### config.mk
export PLATFORM = sky130hd
export DESIGN_NAME = cordic_result_capture
export DESIGN_NICKNAME = d
export VERILOG_FILES = /design/src/rtl/cordic_result_capture.sv
export SDC_FILE = /design/constraint.sdc
export NUM_CORES = 1
export LEC_CHECK = 0
export ABC_AREA = 1
export BUFFER_PORTS_ARGS = -buffer_cell sky130_fd_sc_hd__buf_2
export CORE_AREA = 2 2 59 61
export DETAILED_ROUTE_END_ITERATION = 8
export DIE_AREA = 0 0 61 63
export PLACE_DENSITY = 0.8
export SLEW_MARGIN = 5
export SYNTH_ARGS = -nofsm -noshare
export SYNTH_HDL_FRONTEND = slang
export SYNTH_SLANG_ARGS = --single-unit
### constraint.sdc
create_clock -name clk -period 3.6 [get_ports clk]
set_input_delay 0.72 -clock clk [delete_from_list [all_inputs] [get_ports clk]]
set_output_delay 0.72 -clock clk [all_outputs]
set_load 0.03 [all_outputs]
### src/rtl/cordic_result_capture.sv
// Result-capture stage behind cordic_comp: counts core iterations after a start pulse, samples the
// final x/y/z vector, flags residual convergence and presents the result on a valid/ready handshake.
module cordic_result_capture #(
  parameter int WHOLE_BIT_WIDTH   = 3,
  parameter int DECIMAL_BIT_WIDTH = 5,
  parameter int ITERATIONS        = 8,
  parameter int TOL               = 1
) (
  input  logic                         clk,
  input  logic                         rst,
  input  logic                         start,
  input  logic                         mode_bit_input,
  input  logic [WHOLE_BIT_WIDTH+DECIMAL_BIT_WIDTH-1:0] x_in,
  input  logic [WHOLE_BIT_WIDTH+DECIMAL_BIT_WIDTH-1:0] y_in,
  input  logic [WHOLE_BIT_WIDTH+DECIMAL_BIT_WIDTH-1:0] z_in,
  input  logic                         res_ready,
  output logic                         res_valid,
  output logic [WHOLE_BIT_WIDTH-1:0]   x_whole_out,
  output logic [DECIMAL_BIT_WIDTH-1:0] x_decimal_out,
  output logic [WHOLE_BIT_WIDTH-1:0]   y_whole_out,
  output logic [DECIMAL_BIT_WIDTH-1:0] y_decimal_out,
  output logic [WHOLE_BIT_WIDTH-1:0]   z_whole_out,
  output logic [DECIMAL_BIT_WIDTH-1:0] z_decimal_out,
  output logic                         converged,
  output logic                         busy,
  output logic                         dropped
);

  localparam int W  = WHOLE_BIT_WIDTH + DECIMAL_BIT_WIDTH;
  localparam int CW = $clog2(ITERATIONS) + 1;

  localparam logic [CW-1:0] LAST_CNT = CW'(ITERATIONS - 1);
  localparam logic [W-1:0]  TOL_W    = W'(TOL);
  localparam logic [W-1:0]  MOST_NEG = {1'b1, {(W-1){1'b0}}};
  localparam logic [W-1:0]  MOST_POS = {1'b0, {(W-1){1'b1}}};

  typedef enum logic [1:0] {
    IDLE = 2'd0,
    RUN  = 2'd1,
    HOLD = 2'd2
  } state_t;

  state_t        state_q, state_d;
  logic [CW-1:0] cnt_q, cnt_d;
  logic          mode_q, mode_d;
  logic [W-1:0]  x_q, x_d;
  logic [W-1:0]  y_q, y_d;
  logic [W-1:0]  z_q, z_d;
  logic          conv_q, conv_d;
  logic          valid_q, valid_d;
  logic          dropped_q, dropped_d;

  logic [W-1:0]  residual;
  logic [W-1:0]  magnitude;
  logic          conv_now;

  // The residual that should have been driven to zero depends on the mode latched with start.
  always_comb begin
    residual = mode_q ? y_in : z_in;
    if (residual == MOST_NEG) begin
      magnitude = MOST_POS;
    end else if (residual[W-1]) begin
      magnitude = W'(-residual);
    end else begin
      magnitude = residual;
    end
    conv_now = (magnitude <= TOL_W);
  end

  always_comb begin
    // NOTE: every signal gets its hold value first so no branch can leave one unassigned (no latches).
    state_d   = state_q;
    cnt_d     = cnt_q;
    mode_d    = mode_q;
    x_d       = x_q;
    y_d       = y_q;
    z_d       = z_q;
    conv_d    = conv_q;
    valid_d   = valid_q;
    dropped_d = 1'b0;

    unique case (state_q)
      IDLE: begin
        if (start) begin
          state_d = RUN;
          cnt_d   = '0;
          mode_d  = mode_bit_input;
        end
      end

      RUN: begin
        if (start) begin
          cnt_d  = '0;
          mode_d = mode_bit_input;
        end else if (cnt_q == LAST_CNT) begin
          x_d     = x_in;
          y_d     = y_in;
          z_d     = z_in;
          conv_d  = conv_now;
          valid_d = 1'b1;
          cnt_d   = '0;
          state_d = HOLD;
        end else begin
          cnt_d = cnt_q + CW'(1);
        end
      end

      HOLD: begin
        if (res_ready) begin
          valid_d = 1'b0;
          if (start) begin
            state_d = RUN;
            cnt_d   = '0;
            mode_d  = mode_bit_input;
          end else begin
            state_d = IDLE;
          end
        end else if (start) begin
          dropped_d = 1'b1;
        end
      end

      default: begin
        state_d = IDLE;
        cnt_d   = '0;
        valid_d = 1'b0;
      end
    endcase
  end

  // NOTE: sequential state uses non-blocking assignments so every flop samples pre-edge values.
  always_ff @(posedge clk or posedge rst) begin
    if (rst) begin
      state_q   <= IDLE;
      cnt_q     <= '0;
      mode_q    <= 1'b0;
      x_q       <= '0;
      y_q       <= '0;
      z_q       <= '0;
      conv_q    <= 1'b0;
      valid_q   <= 1'b0;
      dropped_q <= 1'b0;
    end else begin
      state_q   <= state_d;
      cnt_q     <= cnt_d;
      mode_q    <= mode_d;
      x_q       <= x_d;
      y_q       <= y_d;
      z_q       <= z_d;
      conv_q    <= conv_d;
      valid_q   <= valid_d;
      dropped_q <= dropped_d;
    end
  end

  assign res_valid     = valid_q;
  assign x_whole_out   = x_q[W-1:DECIMAL_BIT_WIDTH];
  assign x_decimal_out = x_q[DECIMAL_BIT_WIDTH-1:0];
  assign y_whole_out   = y_q[W-1:DECIMAL_BIT_WIDTH];
  assign y_decimal_out = y_q[DECIMAL_BIT_WIDTH-1:0];
  assign z_whole_out   = z_q[W-1:DECIMAL_BIT_WIDTH];
  assign z_decimal_out = z_q[DECIMAL_BIT_WIDTH-1:0];
  assign converged     = conv_q;
  assign busy          = (state_q != IDLE);
  assign dropped       = dropped_q;

endmodule

==> metrics.yaml <==
worst_setup_path:
  critPathKind: "reg -> out"
  startpoint_type: "flip-flop"
  endpoint_kind: "primary output"
  cp.buffers_inverters: 2
  reg2reg_depth: 8
  cp_top_family: "flip-flops"
  slowest_delay_ns: 0.44
  cp.depth: 3
  crit_chain: "nor2_1 -> inv_1 -> buf_2"
  crit_path_max_fanout: 6
  r2r-start: "cnt_q[1]$_DFFE_PP0P_"
  cp-startpoint: "state_q[0]$_DFFE_PP0P_"
  slowest_stage: "dfrtp_1"
  worst_ep_arrival_time_ns: 1.15
  required_ns: 2.88
cts:
  cts_buffers: 5
  postCtsSetupBuffers: 0
  clk_latency_ns: 0.35
  cts_sinks: 34
  cts_hold_repair.buffers: 0
  cts_max_level: 2
  clk_pin_slew_ns: 0.11
  cts_buffer_depth: 2
  ctsResizeCount: 0
  root_buffer: "clkbuf_4"
  cts_tree: "built"
sta:
  fmax_mhz: 535
  timing.final.crit_period_ns: 1.87
  rsz0062_at_grt: "no"
  maxSlewViolCount: 0
  finClkSkew_ns: 0.0102
  setup_tns_ns: 0
  worst_pin_slew_ns: 0.503
  fin_crit_sh: 0.519
  setup_slack_ns: 1.73
  setup-violations-final: 0
  hold_viol_final: 0
  whs_ns: 0.445
  maxSlewHeadroom: 0.664
floorplan:
  die_w_microns: 61
  ios: 57
  die_area_sq_mm: 0.00384
  core_area_sq_mm: 0.00323
  die_h_microns: 63
  start_util: 0.508
  fp-row-count: 21
global_route:
  grt_pass1_vias: 1343
  grt_max_degree: 35
  grt-ovfl-total: 0
  antenna_found_initial: 0
  track_usage: 0.204
  grt_pass1_wl_microns: 5740
job:
  max_cap_violations: 0
route:
  vias: 1447
  finalWirelength_microns: 3400
  drtPass1Iterations: 4
  drtIter0Drc: 30
  wl_per_cell_microns: 10.8
  drtAntennaViolNets: 0
  drc: 0
  vias_per_cell: 4.62
logic_synthesis:
  netlist_area_sq_mm: 0.00164
  syn_nets: 239
  synth.distinct_cells: 20
  yosysSeqAreaShare: 0.518
  avgSynthCellArea_sq_um: 7.89
  synth_seq_cells: 34
  synthCells: 208
  ys.warnings.count: 0
power_and_ir_drop:
  p_leak_nw: 1.26
  total_power_uw: 891
  vdd_drop_max_v: 0.000249
  power.density_mw_per_mm2: 444
final_layout:
  final_core_util: 0.621
  final_layout_size_suffix_gt1_frac: 0.281
  nets: 297
  diodes: 0
  final_cell_mix: "nand2_1 (95), buf_2 (56), dfrtp_1 (34), inv_1 (25), nor2_1 (9)"
  syn2layout_area_growth_pct: 22.2
  fin_cells: 313
  final_area_sq_mm: 0.00201
  final_common_cell: "nand2_1"
placed_design:
  gp_congestion: 0.798
  place_area_sq_mm: 0.00193
  dpl_worst_slack_ns: 1.63
  dp_hpwl_microns: 2520
  port_buffers: 56
  dp.cells: 305
outcome:
  status: "finished, final reports clean"
hold_path:
  hold_path.class: "in -> async"
[sequential cells by signal (all words and copies together), names as in the netlist]
name       flops
res_valid      1
cnt_q          4
y_q            8
mode_q         1
z_q            8
x_q            8
state_q        2
dropped        1
converged      1
[cell families (layout without fill, tap and decap cells)]
group | after synthesis | count (layout) | share of synthesized area
AND/OR/NAND/NOR | 114 | 114 | 0.287
adder cells (fa/ha/maj) | 2 | 2 | 0.0152
flip-flops | 34 | 34 | 0.518
AO/OA/AOI/OAI | 24 | 24 | 0.0800
buffers and inverters | 34 | 93 | 0.0998
[per-layer routing]
metal	up-vias	track usage	part of all wire
li1	747	-	-
met1	655	0.255	0.44
met2	38	0.308	0.49
met3	7	0.0663	0.058
met4	0	0.103	0.019
met5	-	0	0
[cell type report]
class / instances / area (sq um)
flip-flops and latches: 34 / 851
clock buffers: 5 / 37.5
fillers: 314 / 1230
repair buffers: 57 / 288
multi-input cells: 140 / 627
well taps: 46 / 57.6
clock inverters: 3 / 40.0
inverters: 28 / 105
[worst paths after layout]
path,end,slack [ns]
setup / recovery,busy,1.73
hold / removal,y_q[6]$_DFFE_PP0P_,0.44
setup reg to reg,y_q[1]$_DFFE_PP0P_,1.83
hold reg to reg,x_q[6]$_DFFE_PP0P_,0.48
max in group asynchronous,x_q[2]$_DFFE_PP0P_,2.85
min in group clk,x_q[6]$_DFFE_PP0P_,0.48
[cells in the mapped netlist, drive strengths merged]
library cell,number,share of area
buf,6,0.036
a21oi,6,0.021
nand2,99,0.24
ha,2,0.015
o41ai,1,0.0053
dfrtp,34,0.52
o21ai,17,0.054
inv,28,0.064
nor2,10,0.033
nand3,3,0.0091
nor3,2,0.0061
[worst register-to-register path, stage by stage, from the launching register on]
cell	delay, ns
dfrtp_1	0.37
ha_1	0.17
nand2_1	0.07
nor2_1	0.17
inv_2	0.09
nor2_8	0.29
inv_2	0.29
nand2_1	0.14
o21ai_1	0.07
[report_power, final]
group	switching [mW]	leakage [nW]	internal [mW]
Sequential	0.0217	0.470	0.406
Clock	0.133	0.0450	0.144
Combinational	0.123	0.744	0.0636
(Power assumes the default switching activity.)
